`src/rtl/core_pkg.sv`:
```
// Shared types, instruction field layout and branch target table for core_pipe2.
// Field layout (IW bits): op[IW-1:IW-4] | rB[IW-5:IW-6] | rA/imm[2:0].
// ADDI uses the rB field as its destination/source register and [2:0] as the immediate.
// The same applies to BEQ/JMP, whose [2:0] field indexes the branch target table.
// SHL/SHR shift rA by one bit; carry takes the bit shifted out.
package core_pkg;

   localparam int unsigned OP_W  = 4;
   localparam int unsigned RB_W  = 2;
   localparam int unsigned RA_W  = 3;
   localparam int unsigned LUT_W = 16;
   localparam int unsigned CNT_W = 16;

   typedef enum logic [OP_W-1:0] {
      OP_NOP   = 4'h0,
      OP_ADD   = 4'h1,
      OP_SUB   = 4'h2,
      OP_AND   = 4'h3,
      OP_OR    = 4'h4,
      OP_XOR   = 4'h5,
      OP_SHL   = 4'h6,
      OP_SHR   = 4'h7,
      OP_ADDI  = 4'h8,
      OP_LOAD  = 4'h9,
      OP_STORE = 4'hA,
      OP_BEQ   = 4'hB,
      OP_JMP   = 4'hC,
      OP_HALT  = 4'hF
   } opcode_t;

   typedef enum logic [2:0] {
      ALU_NONE,
      ALU_ADD,
      ALU_SUB,
      ALU_AND,
      ALU_OR,
      ALU_XOR,
      ALU_SHL,
      ALU_SHR
   } alu_cmd_t;

   typedef enum logic [1:0] {
      IDLE,
      RUN,
      DONE
   } run_state_t;

   // Map an opcode onto the ALU operation it needs (ALU_NONE for non-ALU ops).
   function automatic alu_cmd_t alu_of(input opcode_t op);
      case (op)
         OP_ADD, OP_ADDI: return ALU_ADD;
         OP_SUB:          return ALU_SUB;
         OP_AND:          return ALU_AND;
         OP_OR:           return ALU_OR;
         OP_XOR:          return ALU_XOR;
         OP_SHL:          return ALU_SHL;
         OP_SHR:          return ALU_SHR;
         default:         return ALU_NONE;
      endcase
   endfunction

   // Branch target table: entry n holds PC 10*n (0, 10, 20, ... 70).
   function automatic logic [LUT_W-1:0] pc_lut(input logic [RA_W-1:0] idx);
      return LUT_W'(idx) * LUT_W'(10);
   endfunction

endpackage

```
`src/rtl/run_ctrl.sv`:
```
// Run control: req edge detection, IDLE/RUN/DONE sequencing, fetch enable and done.
// A stop request (HALT retired or PC limit reached) is held for one cycle so the
// pipeline drains before DONE is entered.
module run_ctrl import core_pkg::*; (
   input  logic       clk,
   input  logic       reset,
   input  logic       req,
   input  logic       halt_c,
   input  logic       limit_c,
   output run_state_t state,
   output logic       done,
   output logic       start_c,
   output logic       fetch_en_c
);

   run_state_t state_d;
   logic       req_q;
   logic       stop_q;
   logic       stop_d;
   logic       done_d;
   logic       req_rise_c;

   assign req_rise_c = req && !req_q;

   // State, stop flag, done and req history registers.
   always_ff @(posedge clk) begin
      if (reset) begin
         state  <= IDLE;
         stop_q <= 1'b0;
         done   <= 1'b0;
         req_q  <= 1'b0;
      end else begin
         state  <= state_d;
         stop_q <= stop_d;
         done   <= done_d;
         req_q  <= req;
      end
   end

   // Next-state, start strobe and fetch enable.
   always_comb begin
      state_d    = state;
      stop_d     = stop_q;
      start_c    = 1'b0;
      fetch_en_c = 1'b0;
      case (state)
         IDLE, DONE: begin
            if (req_rise_c) begin
               state_d = RUN;
               stop_d  = 1'b0;
               start_c = 1'b1;
            end
         end
         RUN: begin
            fetch_en_c = !stop_q;
            if (stop_q) begin
               state_d = DONE;
               stop_d  = 1'b0;
            end else if (halt_c || limit_c) begin
               stop_d = 1'b1;
            end
         end
         default: state_d = IDLE;
      endcase
      done_d = (state_d == DONE);
   end

endmodule

```
`src/rtl/core_pipe2.sv`:
```
// Two-stage core (fetch | decode/execute/writeback) with run control.
// Optional feature macro: PERF_CNT_EN adds cyc_cnt/ins_cnt performance counters.
module core_pipe2 import core_pkg::*; #(
   parameter int unsigned D        = 12,
   parameter int unsigned IW       = 9,
   parameter int unsigned DW       = 8,
   parameter int unsigned NREG     = 8,
   parameter int unsigned PC_LIMIT = 128
) (
   input  logic          clk,
   input  logic          reset,
   input  logic          req,
   output logic          done,
   output logic [D-1:0]  imem_addr,
   input  logic [IW-1:0] imem_data,
   output logic [DW-1:0] dmem_addr,
   output logic [DW-1:0] dmem_wdata,
   output logic          dmem_we,
   input  logic [DW-1:0] dmem_rdata
`ifdef PERF_CNT_EN
   ,
   output logic [CNT_W-1:0] cyc_cnt,
   output logic [CNT_W-1:0] ins_cnt
`endif
);

   localparam int unsigned RW     = $clog2(NREG);
   localparam int unsigned OP_LSB = IW - OP_W;
   localparam int unsigned RB_LSB = OP_LSB - RB_W;

   run_state_t     state;
   logic           start_c;
   logic           fetch_en_c;
   logic           halt_c;
   logic           limit_c;
   logic           take_br_c;

   logic [D-1:0]   pc;
   logic [IW-1:0]  ir;
   logic           f_valid;
   logic [DW-1:0]  regs [NREG];
   logic           zero_q;
   logic           carry_q;

   opcode_t        op_c;
   alu_cmd_t       alu_c;
   logic [RA_W-1:0] imm_c;
   logic [RW-1:0]  ra_c;
   logic [RW-1:0]  rb_c;
   logic [RW-1:0]  dst_c;
   logic           e_act_c;
   logic [DW-1:0]  opa_c;
   logic [DW-1:0]  opb_c;
   logic [DW:0]    ext_c;
   logic [DW-1:0]  alu_res_c;
   logic           alu_carry_c;
   logic [D-1:0]   br_target_c;

   run_ctrl u_run_ctrl (
      .clk        (clk),
      .reset      (reset),
      .req        (req),
      .halt_c     (halt_c),
      .limit_c    (limit_c),
      .state      (state),
      .done       (done),
      .start_c    (start_c),
      .fetch_en_c (fetch_en_c)
   );

   // Instruction decode of the E-stage register.
   assign op_c    = opcode_t'(ir[OP_LSB +: OP_W]);
   assign imm_c   = ir[RA_W-1:0];
   assign ra_c    = RW'(imm_c);
   assign rb_c    = RW'(ir[RB_LSB +: RB_W]);
   assign dst_c   = (op_c == OP_ADDI) ? rb_c : ra_c;
   assign alu_c   = alu_of(op_c);
   assign e_act_c = f_valid && (state == RUN);

   // Control-flow decisions; a taken branch overrides the PC limit.
   assign take_br_c   = e_act_c && ((op_c == OP_JMP) || ((op_c == OP_BEQ) && zero_q));
   assign halt_c      = e_act_c && (op_c == OP_HALT);
   assign limit_c     = fetch_en_c && (pc == D'(PC_LIMIT)) && !take_br_c;
   assign br_target_c = D'(pc_lut(imm_c));

   // Data memory port; the store strobe is dropped while reset is asserted.
   assign imem_addr  = pc;
   assign dmem_addr  = regs[ra_c];
   assign dmem_wdata = regs[rb_c];
   assign dmem_we    = e_act_c && (op_c == OP_STORE) && !reset;

   // ALU: result plus carry/borrow/shifted-out bit in ext_c[DW].
   always_comb begin
      opa_c = regs[dst_c];
      opb_c = (op_c == OP_ADDI) ? DW'(imm_c) : regs[rb_c];
      ext_c = '0;
      case (alu_c)
         ALU_ADD: ext_c = {1'b0, opa_c} + {1'b0, opb_c};
         ALU_SUB: ext_c = {1'b0, opa_c} - {1'b0, opb_c};
         ALU_AND: ext_c = {1'b0, opa_c & opb_c};
         ALU_OR:  ext_c = {1'b0, opa_c | opb_c};
         ALU_XOR: ext_c = {1'b0, opa_c ^ opb_c};
         ALU_SHL: ext_c = {opa_c, 1'b0};
         ALU_SHR: ext_c = {opa_c[0], 1'b0, opa_c[DW-1:1]};
         default: ext_c = '0;
      endcase
      alu_res_c   = ext_c[DW-1:0];
      alu_carry_c = ext_c[DW];
   end

   // Fetch stage and PC: flush on start, squash on branch/halt/limit.
   always_ff @(posedge clk) begin
      if (reset) begin
         pc      <= '0;
         ir      <= '0;
         f_valid <= 1'b0;
      end else if (start_c) begin
         pc      <= '0;
         f_valid <= 1'b0;
      end else if (!fetch_en_c || take_br_c || halt_c || limit_c) begin
         f_valid <= 1'b0;
         if (take_br_c) begin
            pc <= br_target_c;
         end
      end else begin
         ir      <= imem_data;
         f_valid <= 1'b1;
         pc      <= pc + D'(1);
      end
   end

   // Register file and flag writeback; state persists across runs.
   always_ff @(posedge clk) begin
      if (reset) begin
         for (int unsigned i = 0; i < NREG; i++) begin
            regs[i] <= '0;
         end
         zero_q  <= 1'b0;
         carry_q <= 1'b0;
      end else if (e_act_c) begin
         if (alu_c != ALU_NONE) begin
            regs[dst_c] <= alu_res_c;
            zero_q      <= (alu_res_c == '0);
            carry_q     <= alu_carry_c;
         end else if (op_c == OP_LOAD) begin
            regs[ra_c] <= dmem_rdata;
         end
      end
   end

`ifdef PERF_CNT_EN
   // Saturating RUN-cycle and retired-instruction counters, cleared at run start.
   always_ff @(posedge clk) begin
      if (reset || start_c) begin
         cyc_cnt <= '0;
         ins_cnt <= '0;
      end else if (state == RUN) begin
         if (cyc_cnt != '1) begin
            cyc_cnt <= cyc_cnt + CNT_W'(1);
         end
         if (e_act_c && (ins_cnt != '1)) begin
            ins_cnt <= ins_cnt + CNT_W'(1);
         end
      end
   end
`endif

endmodule
```
`config.mk`:
```
export PLATFORM = sky130hd
export DESIGN_NAME = core_pipe2
export DESIGN_NICKNAME = d
export VERILOG_FILES = /design/src/rtl/core_pkg.sv /design/src/rtl/run_ctrl.sv /design/src/rtl/core_pipe2.sv
export SDC_FILE = /design/constraint.sdc
export NUM_CORES = 1
export LEC_CHECK = 0
export ABC_AREA = 1
export BUFFER_PORTS_ARGS = -buffer_cell sky130_fd_sc_hd__buf_2
export CAP_MARGIN = 0
export CORE_ASPECT_RATIO = 0.7
export CORE_MARGIN = 8
export CORE_UTILIZATION = 45
export DETAILED_ROUTE_END_ITERATION = 12
export PLACE_DENSITY = 0.72
export SYNTH_ARGS = -nofsm -noshare
export SYNTH_HDL_FRONTEND = slang
export SYNTH_SLANG_ARGS = --single-unit
export TNS_END_PERCENT = 1
```
`constraint.sdc`:
```
create_clock -name clk -period 7.64 [get_ports clk]
set_clock_uncertainty 0.2 [all_clocks]
set_input_delay 1.528 -clock clk [delete_from_list [all_inputs] [get_ports clk]]
set_output_delay 1.528 -clock clk [all_outputs]
set_load 0.1 [all_outputs]
```
# Yosys cells after proc, flatten, opt, wreduce, memory -nomap -nowiden
# Memory sizes are Yosys's and may differ from the RTL's. A register that Yosys moved wholly into a read port is not among the register bits.
# Cells that the tools add are included.
# W data, S select, Z words.
# op_classes
n_addsub,3
n_mul,1
n_eq_ne,19
n_mux,39
bitwise,5
reduce_logical,30
# op_table
cell,n
$pmux W8 S7,1
$eq A4 B4 Y1 const B,6
$mux W12,2
$mux W8,3
$mux W3,7
$mux W1,20
$reduce_or A8 Y1,2
$add A12 B1 Y12 const B,1
$eq A12 B8 Y1 const B,1
$eq A3 B3 Y1 const B,4
$logic_and A1 B1 Y1,9
$add A8 B8 Y8,1
$and A8 B8 Y8,1
$logic_not A8 Y1,1
$mux W4,2
$or A8 B8 Y8,1
$sub A8 B8 Y8,1
$xor A8 B8 Y8,1
$eq A3 B2 Y1 const B,2
$mul A3 B3 Y6 const B,1
$reduce_and A2 Y1,3
$logic_not A1 Y1,5
$logic_or A1 B1 Y1,5
$eq A2 B2 Y1 const B,2
12 further kinds,15
# word_totals
regBits,28
ram_bits,64
romBits,48
n_memories,2
# memory_table
name,depth,word_bits,rd,rd_clocked_by_memory_dff,wr,line,rtl
regs,8,8,3,2,8,core_pipe2.sv:41,logic [DW-1:0] regs [NREG];
(no name shown),16,3,1,1,0,core_pkg.sv:50,case (op)

# Logic depth before layout (Yosys ltp)
# depth
depth_word,11
ltp_mapped,28
ltp_nobuf,26

# By module
# A second synthesis with hierarchy kept.
# unflattened
cells_unflattened,933
area_unflattened_um2,6799.0
# modules_own_cells
mod,n_inst,cells_per_inst,area_per_inst_um2,seq_area_each_um2
core_pipe2,1,904,6588.8,2542.4
run_ctrl,1,29,210.2,100.1

# Worst setup path before layout
# OpenSTA, ideal clock, no wires.
# synth_timing
path_type,input to output
from,in reset
to,out dmem_we
arrival_time_ns,3.506
t_required_ns,5.912
setup_slack_ns,2.406
path_stages,5
n_path_buf,2
path_cell_list,clkbuf_1 inv_1 clkbuf_1 nand3_1 nor2_1
# synth_via
elab_chain_len,2
# synth_rtl
item,line,rtl
start: declaration,core_pipe2.sv:11,"input logic reset,"
$logic_not A1 Y1,core_pipe2.sv:90,assign dmem_we = e_act_c && (op_c == OP_STORE) && !reset;
$logic_and A1 B1 Y1,core_pipe2.sv:90,
end: declaration,core_pipe2.sv:18,"output logic dmem_we,"
# Every way passes these cells.

==> results_dict.tcl <==
set metrics [dict create \
    synth-adder-area-share 0.0568 \
    wl_per_cell_um 17.7 \
    drive_above_1_share 0.0944 \
    synth_edf_count 64 \
    yosys.area_share.simple 0.325 \
    slew_viol_final 0 \
    ys_seq_area_frac 0.392 \
    avgSynthCellArea_um2 7.10 \
    synthArstFlopShare 0 \
    grt_pass1_vias 5773 \
    slowest_delay_ps 820 \
    max_clock_freq_mhz 204 \
    setup_viol_count_final 0 \
    synth-seq-cells 100 \
    yosys.cell_types.count 47 \
    grt_overflow 0 \
    rsz0062_at_grt "false" \
    antenna_found_initial 0 \
    synth_top_family_by_area "simple AND/OR/NAND/NOR gates" \
    postRouteAntennaNets 0 \
    powerDensity_nw_per_um2 246 \
    wirelength_um 20900 \
    cts_setup_buffers 0 \
    grt_start_max_net_pins 36 \
    slew_headroom 0.286 \
    cp_max_fo 27 \
    status "completed" \
    synth_mux_area_frac 0 \
    cts_tree "done" \
    ios 50 \
    final_util 0.504 \
    crit_path_start_kind "flip-flop" \
    die_x_um 162 \
    finalSetupTns_ps 0 \
    synth-compound-area-share 0.120 \
    clk_pin_slew_ps 80 \
    ys_warn_count 0 \
    crit_type "reg2reg" \
    post-dp-hpwl_um 15700 \
    gp_congestion 1.01 \
    start_util 0.459 \
    num_rows 37 \
    initialDrtViolationCount 873 \
    crit_chain "inv_2 > nor2_4 > nand2_4 > nand2_2 > nand2_2 > o211ai_1 > nand3_1 > nand2_1 > ha_1 > inv_1 > fa_1 > nand2_1 > a21oi_1 > nor3_1 > nand3b_1 > nand2_1 > a21oi_1 > nand2_1 > a21oi_1 > nor2_1" \
    cts_resized 0 \
    io_buffers 49 \
    fillers 1433 \
    synth_xor_area_frac 0.0156 \
    fin_crit_ps 4890 \
    min-delay-path-class "reg2reg" \
    hold_viol_final 0 \
    cap_viol_max_count 0 \
    vdd_ir_drop_max_v 0.000146 \
    critPathArrivalTime_ps 4750 \
    syn_nets 999 \
    antenna_cells 0 \
    synthesis.area_um2 6740 \
    finalCritPeriodShare 0.640 \
    route.detailed.drc 0 \
    clock_sinks 100 \
    hold_buffers 0 \
    fin_nets 1030 \
    die_y_um 118 \
    cts_buffers 9 \
    gr-usage-all-layers 0.216 \
    endpoint_kind "flip-flop" \
    clock_latency_ps 360 \
    synthCells 949 \
    vias 6545 \
    tightest_slew_ps 1070 \
    dr.pass1.iters 6 \
    drt-vias-per-instance 5.55 \
    htreeDepth 3 \
    clockRootBuffer "clkbuf_16" \
    cellLeakagePower_uw 0.00335 \
    core-area_um2 14700 \
    clk_path_buf_depth 2 \
    ys.flop_type "edfxtp_1" \
    crit_required_ps 7500 \
    cp_slowest_cell "a21oi_1" \
    cpMostUsedCell "nand2_1" \
    setup_ws_ps 2750 \
    pre_cts_ws_ps 2830 \
    grt_pass1_wl_um 32600 \
    area_delta_synth_final_pct 9.71 \
    die_area_um2 19200 \
]
cells in the mapped netlist, types with 7 or more instances:
master      n  area [µm²]
nand3_1   102         510
a21oi_1    36         180
o21ai_0    55         275
inv_1     122         458
buf_2       7        35.0
a31oi_1    15        93.8
nand2_1   226         848
dfxtp_1    36         721
clkbuf_1   19        71.3
edfxtp_1   64        1920
ha_1       29         363
xor2_1      9        78.8
nor2_1    148         556
final cells by class:
cell class	count	area (µm²)	area share
timing repair buffer	50	253	0.0342
inverter	123	462	0.0624
sequential	100	2640	0.357
clock buffer	9	225	0.0305
tap	195	244	0.0330
multi-input combinational	696	3490	0.472
clock inverter	7	80.1	0.0108
state kept, by name, indices dropped and copies added (netlist names), named ones only:
register and count:
u_run_ctrl.state 2, ir 9, imem_addr 12, f_valid 1, u_run_ctrl.req_q 1, zero_q 1
u_run_ctrl.stop_q 1, alu_c 3, regs 64, u_run_ctrl.done 1
worst max-delay path, delay by kind of cell (launching register included):
kind | cells | cell delay [ps]
AND/OR/NAND/NOR | 12 | 1800
AO/OA/AOI/OAI | 4 | 1350
adder cells (fa/ha/maj) | 2 | 670
flip-flops | 1 | 370
buffers and inverters | 2 | 180
where the power goes:
| part | internal, µW | total (µW) | switching [µW] |
|---|---|---|---|
| combinational | 179 | 708 | 529 |
| clock | 259 | 484 | 224 |
| sequential | 596 | 624 | 28.5 |
| total | 1030 | 1820 | 782 |
layout by cell type, fill, tap and decap left out, drive strengths merged:
| cell | synthesis | layout |
|---|---|---|
| xor2 | 9 | 9 |
| nand3b | 2 | 2 |
| a221oi | 7 | 7 |
| or3 | 1 | 1 |
| and3 | 1 | 1 |
| nor4 | 3 | 3 |
| o21a | 1 | 1 |
| nand4 | 6 | 6 |
| clkinv | 0 | 2 |
| dfxtp | 36 | 36 |
| a21oi | 40 | 40 |
| nand2 | 233 | 233 |
| buf | 11 | 50 |
| a22oi | 1 | 1 |
| or2 | 4 | 4 |
| bufinv | 0 | 1 |
| clkbuf | 19 | 9 |
| a21boi | 1 | 1 |
| ha | 29 | 29 |
| nor3 | 6 | 6 |
| nand3 | 104 | 104 |
| a31oi | 15 | 15 |
| o31ai | 1 | 1 |
| o22ai | 6 | 6 |
| nor3b | 1 | 1 |
| and2 | 4 | 4 |
| xnor2 | 3 | 3 |
| o21bai | 1 | 1 |
| o21ai | 58 | 58 |
| fa | 1 | 1 |
| nor2 | 152 | 152 |
| inv | 123 | 126 |
| o211ai | 3 | 3 |
| edfxtp | 64 | 64 |
| clkinvlp | 0 | 1 |
| a211oi | 3 | 3 |
through the flow:
stage	total power (µW)	hold slack, ps	area (µm²)	cells
2_1_floorplan	1150	227	6740	949
3_3_place_gp	1320	241	7090	1164
3_5_place_dp	1320	247	7090	1164
4_1_cts	1800	257	7390	1180
5_1_grt	1910	291	7390	1180
6_report	1820	257	7390	1180
per-layer routing:
layer | track usage | part of all wire | up-vias
met4 | 0.0629 | 0.020 | 0
met5 | 0 | 0 | -
met1 | 0.328 | 0.47 | 2977
li1 | - | - | 3172
met2 | 0.294 | 0.40 | 361
met3 | 0.0517 | 0.12 | 35
final timing paths:
path	cells past startpoint	to	slack, ps	start
worst min-delay path	1	u_run_ctrl.done$_SDFF_PP0_	260	u_run_ctrl.state[0]$_SDFF_PP0_
worst min register to register	1	u_run_ctrl.done$_SDFF_PP0_	260	u_run_ctrl.state[0]$_SDFF_PP0_
worst max-delay path	20	regs[6][4]$_SDFFCE_PN0P_	2750	ir[8]$_SDFFE_PP0P_
worst max register to register	20	regs[6][4]$_SDFFCE_PN0P_	2750	ir[8]$_SDFFE_PP0P_
kinds of logic after synthesis:
| group | count (synthesis) |
|---|---|
| buffers and inverters | 153 |
| XOR/XNOR | 12 |
| AND/OR/NAND/NOR | 517 |
| flip-flops | 100 |
| AO/OA/AOI/OAI | 137 |
| adder cells (fa/ha/maj) | 30 |
No activity file was read; power rests on OpenSTA's default activity.
